<file path="config.mk">
export PLATFORM = sky130hd
export DESIGN_NAME = piece_dropper
export DESIGN_NICKNAME = d
export VERILOG_FILES = /design/src/rtl/dropper_pkg.sv /design/src/rtl/column_heights.sv /design/src/rtl/piece_dropper.sv
export SDC_FILE = /design/constraint.sdc
export NUM_CORES = 1
export LEC_CHECK = 0
export CORE_UTILIZATION = 50
export CTS_CLUSTER_DIAMETER = 150
export DETAILED_ROUTE_END_ITERATION = 12
export GPL_ROUTABILITY_DRIVEN = 1
export GPL_TIMING_DRIVEN = 0
export PLACE_DENSITY_LB_ADDON = 0.1
export SLEW_MARGIN = 10
export SYNTH_ARGS = -nofsm -noshare
export SYNTH_HDL_FRONTEND = slang
export SYNTH_SLANG_ARGS = --single-unit
</file>
<file path="constraint.sdc">
create_clock -name frame_clk -period 7 [get_ports frame_clk]
set_input_delay 0.7 -clock frame_clk [delete_from_list [all_inputs] [get_ports frame_clk]]
set_output_delay 0.7 -clock frame_clk [all_outputs]
set_load 0.05 [all_outputs]
</file>
<file path="src/rtl/dropper_pkg.sv">
// Shared definitions for the Connect Four piece dropper: FSM states,
// HID keycodes of the three control keys and the visible screen bounds.
package dropper_pkg;

    typedef enum logic [1:0] {
        IDLE = 2'd0,
        FALL = 2'd1,
        LAND = 2'd2
    } state_e;

    localparam logic [7:0] KEY_LEFT  = 8'h50;
    localparam logic [7:0] KEY_RIGHT = 8'h4F;
    localparam logic [7:0] KEY_DROP  = 8'h51;

    localparam int SCREEN_W = 640;
    localparam int SCREEN_H = 480;

    // True when the keycode is one of the keys this block reacts to.
    function automatic logic is_ctrl_key(input logic [7:0] key);
        return (key == KEY_LEFT) || (key == KEY_RIGHT) || (key == KEY_DROP);
    endfunction

endpackage

</file>
<file path="src/rtl/column_heights.sv">
// Per-column fill counters for the board. One column can be incremented
// per cycle; full flags and the board-full summary derive from the counters.
module column_heights #(
    parameter  int COLS = 7,
    parameter  int ROWS = 6,
    localparam int CW   = $clog2(COLS),
    localparam int RW   = $clog2(ROWS)
) (
    input  logic                  clk,
    input  logic                  rst,
    input  logic                  inc_i,
    input  logic [CW-1:0]         inc_col_i,
    output logic [COLS-1:0][RW:0] height_o,
    output logic [COLS-1:0]       full_o,
    output logic                  board_full_o
);

    logic [COLS-1:0][RW:0] height_q;

    // Count one piece into the addressed column; a full column never wraps.
    // NOTE: the counters are a handful of flops, not a RAM, so they take the
    // reset like any other state; a real memory array would be left unreset.
    always_ff @(posedge clk or posedge rst) begin
        if (rst) begin
            height_q <= '0;
        end else if (inc_i && !full_o[inc_col_i]) begin
            // NOTE: sequential state uses non-blocking assignments only, so
            // every flop samples pre-edge values regardless of block order.
            height_q[inc_col_i] <= height_q[inc_col_i] + 1'b1;
        end
    end

    // A column is full once it holds ROWS pieces.
    always_comb begin
        // NOTE: default first so no path through the block can infer a latch.
        full_o = '0;
        for (int c = 0; c < COLS; c++) begin
            full_o[c] = (height_q[c] == (RW + 1)'(ROWS));
        end
    end

    assign height_o     = height_q;
    assign board_full_o = &full_o;

endmodule

</file>
<file path="src/rtl/piece_dropper.sv">
// Connect Four piece placer: moves the hovering piece between columns,
// animates the drop into the lowest free cell, alternates players and
// reports each landing. Optional macro DROPPER_WRAP_EN makes column
// selection wrap around at the board edges instead of clamping.
module piece_dropper
    import dropper_pkg::*;
#(
    parameter  int COLS      = 7,
    parameter  int ROWS      = 6,
    parameter  int ORIGIN_X  = 75,
    parameter  int ORIGIN_Y  = 75,
    parameter  int PITCH     = 75,
    parameter  int HOVER_Y   = 0,
    parameter  int DROP_STEP = 15,
    parameter  int START_COL = 3,
    localparam int CW        = $clog2(COLS),
    localparam int RW        = $clog2(ROWS)
) (
    input  logic          frame_clk,
    input  logic          Reset,
    input  logic [7:0]    keycode,
    output logic [9:0]    PieceX,
    output logic [9:0]    PieceY,
    output logic [CW-1:0] col_sel,
    output logic          player,
    output logic          busy,
    output logic          placed,
    output logic [CW-1:0] place_col,
    output logic [RW-1:0] place_row,
    output logic          col_full,
    output logic          board_full
);

    // Refuse to build a board that does not fit on screen.
    if ((ORIGIN_X + (COLS - 1) * PITCH >= SCREEN_W) ||
        (ORIGIN_Y + (ROWS - 1) * PITCH >= SCREEN_H) || (DROP_STEP < 1)) begin : g_bad_geometry
        $fatal(1, "piece_dropper: board exceeds the screen or DROP_STEP < 1");
    end

    state_e                state_q, state_d;
    logic [7:0]            prev_key_q;
    logic [CW-1:0]         col_q, col_d, place_col_q, place_col_d;
    logic [RW-1:0]         tgt_row_q, tgt_row_d, place_row_q, place_row_d;
    logic [9:0]            px_q, px_d, py_q, py_d, tgt_y_q, tgt_y_d;
    logic                  player_q, player_d, placed_q, placed_d;
    logic                  col_full_q, col_full_d, busy_q, busy_d;
    logic                  key_event, inc;
    logic [COLS-1:0][RW:0] heights;
    logic [COLS-1:0]       full_flags;
    logic                  board_full_w;
    logic [RW:0]           height_sel;
    logic [10:0]           fall_sum;

    column_heights #(.COLS(COLS), .ROWS(ROWS)) u_heights (
        .clk          (frame_clk),
        .rst          (Reset),
        .inc_i        (inc),
        .inc_col_i    (col_q),
        .height_o     (heights),
        .full_o       (full_flags),
        .board_full_o (board_full_w)
    );

    // A key acts only on its first frame and only when nothing is falling.
    assign key_event  = (keycode != prev_key_q) && is_ctrl_key(keycode);
    assign height_sel = heights[col_q];
    // Eleven bits so a step past the bottom of the screen cannot wrap.
    assign fall_sum   = {1'b0, py_q} + 11'(DROP_STEP);

    // Next-state logic for column selection, drop animation and landing.
    always_comb begin
        state_d     = state_q;
        col_d       = col_q;
        py_d        = py_q;
        tgt_row_d   = tgt_row_q;
        tgt_y_d     = tgt_y_q;
        player_d    = player_q;
        place_col_d = place_col_q;
        place_row_d = place_row_q;
        placed_d    = 1'b0;
        col_full_d  = 1'b0;
        inc         = 1'b0;
        unique case (state_q)
            IDLE: begin
                if (key_event) begin
                    if (keycode == KEY_LEFT) begin
                        if (col_q != '0) col_d = col_q - 1'b1;
`ifdef DROPPER_WRAP_EN
                        else col_d = CW'(COLS - 1);
`endif
                    end else if (keycode == KEY_RIGHT) begin
                        if (col_q != CW'(COLS - 1)) col_d = col_q + 1'b1;
`ifdef DROPPER_WRAP_EN
                        else col_d = '0;
`endif
                    end else if (board_full_w || full_flags[col_q]) begin
                        col_full_d = 1'b1;
                    end else begin
                        tgt_row_d = RW'(ROWS - 1 - int'(height_sel));
                        tgt_y_d   = 10'(ORIGIN_Y + (ROWS - 1 - int'(height_sel)) * PITCH);
                        state_d   = FALL;
                    end
                end
            end
            FALL: begin
                if (fall_sum >= {1'b0, tgt_y_q}) begin
                    py_d        = tgt_y_q;
                    state_d     = LAND;
                    placed_d    = 1'b1;
                    place_col_d = col_q;
                    place_row_d = tgt_row_q;
                end else begin
                    py_d = fall_sum[9:0];
                end
            end
            LAND: begin
                inc      = 1'b1;
                player_d = ~player_q;
                py_d     = 10'(HOVER_Y);
                state_d  = IDLE;
            end
            default: state_d = IDLE;
        endcase
        busy_d = (state_d != IDLE);
        px_d   = 10'(ORIGIN_X + int'(col_d) * PITCH);
    end

    // Register every output and the dropper state.
    always_ff @(posedge frame_clk or posedge Reset) begin
        if (Reset) begin
            state_q     <= IDLE;
            prev_key_q  <= '0;
            col_q       <= CW'(START_COL);
            px_q        <= 10'(ORIGIN_X + START_COL * PITCH);
            py_q        <= 10'(HOVER_Y);
            tgt_row_q   <= '0;
            tgt_y_q     <= '0;
            player_q    <= 1'b0;
            placed_q    <= 1'b0;
            col_full_q  <= 1'b0;
            busy_q      <= 1'b0;
            place_col_q <= '0;
            place_row_q <= '0;
        end else begin
            state_q     <= state_d;
            prev_key_q  <= keycode;
            col_q       <= col_d;
            px_q        <= px_d;
            py_q        <= py_d;
            tgt_row_q   <= tgt_row_d;
            tgt_y_q     <= tgt_y_d;
            player_q    <= player_d;
            placed_q    <= placed_d;
            col_full_q  <= col_full_d;
            busy_q      <= busy_d;
            place_col_q <= place_col_d;
            place_row_q <= place_row_d;
        end
    end

    assign PieceX     = px_q;
    assign PieceY     = py_q;
    assign col_sel    = col_q;
    assign player     = player_q;
    assign busy       = busy_q;
    assign placed     = placed_q;
    assign place_col  = place_col_q;
    assign place_row  = place_row_q;
    assign col_full   = col_full_q;
    assign board_full = board_full_w;

endmodule

</file>
==> summary.txt <==
Finish
  • Diode count: 0
  • Area growth syn-to-layout: 16.1%
  • Sequential cell area: 0.00211 mm²
  • Area of the multi-input gates: 0.00295 mm²
  • Nets: 610
  • Core Util, Final: 0.600
  • Filler cell count: 869
  • Final instance area: 0.00619 mm²
  • Most common cell after layout, fill and taps aside: dfrtp_1
  • Commonest non-fill, non-tap cells in the layout: 78 x dfrtp_1, 51 x inv_1, 50 x ha_1
  • Share of layout cells above drive strength 1: 0.169

Worst setup path
  • Worst-path maximum fanout: 8
  • Critical Path RT: 7.27 ns
  • CP Launch Type: input port
  • CP max stage cell: nor4_1
  • CP peak stage delay: 0.74 ns
  • CP top delay family: compound AO/OA/AOI/OAI gates
  • CP arrival: 5.28 ns
  • CP bufs+invs: 2
  • Critical path class: in2reg
  • CP Cell Sequence: clkdlybuf4s50_1 > or3b_4 > nor4_1 > a31oi_1 > o21ai_1 > inv_1 > ha_1 > xnor2_1 > ha_1 > a21o_1 > a21o_1 > a21oi_1 > o21bai_1 > xor2_1
  • Crit path capture type: register

STA
  • Least-Margin Pin Slew: 0.841 ns
  • Worst Skew: 0.0160 ns
  • Sum Neg Setup Slack: 0 ns
  • Fmax: 199 MHz
  • Final setup viols: 0
  • Tcrit/Tclk final: 0.716
  • Period minus WS final: 5.01 ns
  • Slew Limit Fails: 0
  • Slew margin rel.: 0.434
  • Hold Vio Cnt, Final: 0
  • RSZ-0062 raised after global routing: no

Drt
  • DR WL/cell: 16.4 µm
  • Routed Antenna Nets: 0
  • 1st-iter DRT viols: 168
  • DRC violation count after routing: 0
  • DR pass1 iterations: 4
  • DR vias: 3,827
  • Vias per cell: 5.57
  • Total Wirelength: 11.2 mm

Die
  • Core area: 0.0103 mm²
  • I/O pins: 44
  • Starting Density: 0.517
  • Chip width: 105 µm
  • Die height: 105 µm
  • Number of core rows: 37
  • Die area: 0.0111 mm²

Synth
  • Cell Area, Synth: 0.00534 mm²
  • Top_reg_cell synth: dfrtp_1
  • Yosys cell types: 72
  • Yosys warns: 0
  • Synth Register Bits: 84
  • Syn Area/Cell: 10.9 µm²
  • Post-synth ARST share: 1.00
  • Sequential cell area fraction in the yosys report: 0.395
  • Number of enable flip-flop cells after synthesis: 0
  • Syn nets: 555
  • Syn Inst Count: 491

Global route
  • First-pass GRT wire length: 19.2 mm
  • Vias in the first global route: 3,903
  • Initial antenna violation count: 0
  • Total global-route track usage: 0.221
  • Largest net degree at the start of global routing: 56
  • Grt total ovfl: 0

Placed design
  • Gp weighted congestion: 0.943
  • Placement Cell Area: 0.00597 mm²
  • Post-DP HPWL: 8.41 mm
  • I/O Buffers: 43

Power
  • Power density cells: 356 mW/mm²
  • Pleak: 0.00298 µW
  • Max IR drop VDD: 0.204 mV
  • Power, Total: 2200 µW

Clock network
  • Worst skew pair latency: 0.37 ns
  • Clk root buf: clkbuf_8
  • Hold-fix buffers, CTS: 0
  • Post-CTS Setup Inserts: 0
  • H-tree Lvls: 3
  • Clk buf depth: 2
  • Post_cts resized: 0
  • CTS tree: built
  • TritonCTS buffer count: 9
  • Worst-path clk slew: 0.09 ns
  • Sink Count: 84

Outcome
  • Status: completed

Flow run
  • Number of max-cap violations: 0

Min path
  • Tightest Hold Check Type: reg2reg
cells in the mapped netlist, drive strengths merged (2+ instances only):
cell / number / area (µm²)
mux2i: 21 / 210
xnor2: 15 / 131
nand4: 2 / 12.5
clkbuf: 6 / 23.8
or4bb: 4 / 45.0
nor4bb: 3 / 30.0
nand2b: 7 / 43.8
a21oi: 12 / 60.1
inv: 52 / 195
dfstp: 6 / 158
a31oi: 6 / 37.5
o221ai: 6 / 58.8
xor2: 16 / 140
fa: 4 / 80.1
o21ai: 10 / 50.1
a221oi: 2 / 35.0
nor4: 6 / 50.0
nand3: 12 / 60.1
or3b: 2 / 20.0
mux2: 44 / 495
ha: 50 / 626
o31ai: 2 / 15.0
buf: 9 / 51.3
o32a: 2 / 20.0
a211oi: 3 / 22.5
nand2: 23 / 91.3
and3: 2 / 12.5
a22oi: 3 / 22.5
o22ai: 3 / 18.8
dfrtp: 78 / 1950
nor3: 6 / 35.0
a41o: 2 / 20.0
and4: 3 / 26.3
a21o: 10 / 75.1
or3: 7 / 48.8
o21bai: 2 / 18.8
nor2: 20 / 75.1
nor2b: 8 / 50.1
cell type report:
type                       count  share of cell area
buffer                        15              0.0121
clock buffer                  12              0.0251
clock inverter                 4              0.0117
inverter                      53              0.0325
multi-input combinational    339               0.477
sequential                    84               0.341
tap                          136              0.0275
timing repair buffer          44              0.0739
per-stage QoR:
stage	setup slack [ns]	instances	hold WS [ns]
5_1_grt	1.65	687	0.508
6_report	1.99	687	0.473
3_5_place_dp	1.65	671	0.465
3_3_place_gp	1.69	670	0.459
2_1_floorplan	2.43	491	0.475
4_1_cts	2.01	687	0.477
kinds of logic (layout without fill, tap and decap cells):
logic type | count (synthesis) | count (layout) | synth area share
flops | 84 | 84 | 0.395
compound gates | 78 | 78 | 0.113
simple gates | 110 | 110 | 0.121
buf+inv | 68 | 128 | 0.0514
mux | 66 | 66 | 0.136
fa+ha+maj | 54 | 54 | 0.132
xor+xnor | 31 | 31 | 0.0509
per-layer routing:
| metal | share of wire | global-route usage | vias to the layer above |
|---|---|---|---|
| met5 | 0 | 0 | - |
| met4 | 0.0092 | 0.0654 | 0 |
| met3 | 0.051 | 0.0445 | 9 |
| met2 | 0.44 | 0.332 | 102 |
| met1 | 0.50 | 0.322 | 1858 |
| li1 | - | - | 1858 |
power by group:
| part | switching, µW | leakage [µW] | total (µW) | internal [µW] |
|---|---|---|---|---|
| sequential | 52.4 | 0.00104 | 602 | 550 |
| combinational | 692 | 0.00183 | 1200 | 510 |
| clock | 179 | 0.000113 | 399 | 220 |
path summary, 6_finish.rpt:
check | startpoint | end | slack (ns) | cells past startpoint
worst max-delay path | keycode[6] | PieceX[8] | 1.99 | 14
worst min-delay path | player | player | 0.47 | 1
worst max register to register | col_sel[1] | tgt_y_q[9] | 2.08 | 20
worst min register to register | player | player | 0.47 | 1
max in group asynchronous | Reset | col_sel[0] | 5.68 | 3
min in group asynchronous | Reset | PieceY[5] | 0.67 | 2
sequential cells by signal, summed over array words and instances (netlist names), 2 cells and up:
name and cells:
prev_key_q 8, PieceX 10, u_heights.height_o 28, state_q 2
place_row 3, place_col 3, col_sel 3, tgt_row_q 3
PieceY 10, tgt_y_q 10
worst register-to-register path, stage by stage, from the launching register on:
cell and delay [ns]:
dfstp_2 0.57, clkbuf_2 0.19, buf_2 0.28, nor2_1 0.09, a22oi_1 0.21, nor2_1 0.07, a211oi_1 0.33, inv_1 0.25
ha_1 0.37, inv_1 0.08, ha_1 0.27, ha_1 0.28, ha_1 0.32, ha_1 0.30, a21o_1 0.17, a21o_1 0.19
a21o_1 0.17, a21o_1 0.20, a31oi_1 0.21, xnor2_1 0.15, mux2i_1 0.09
No activity file was read; power rests on OpenSTA's default activity.
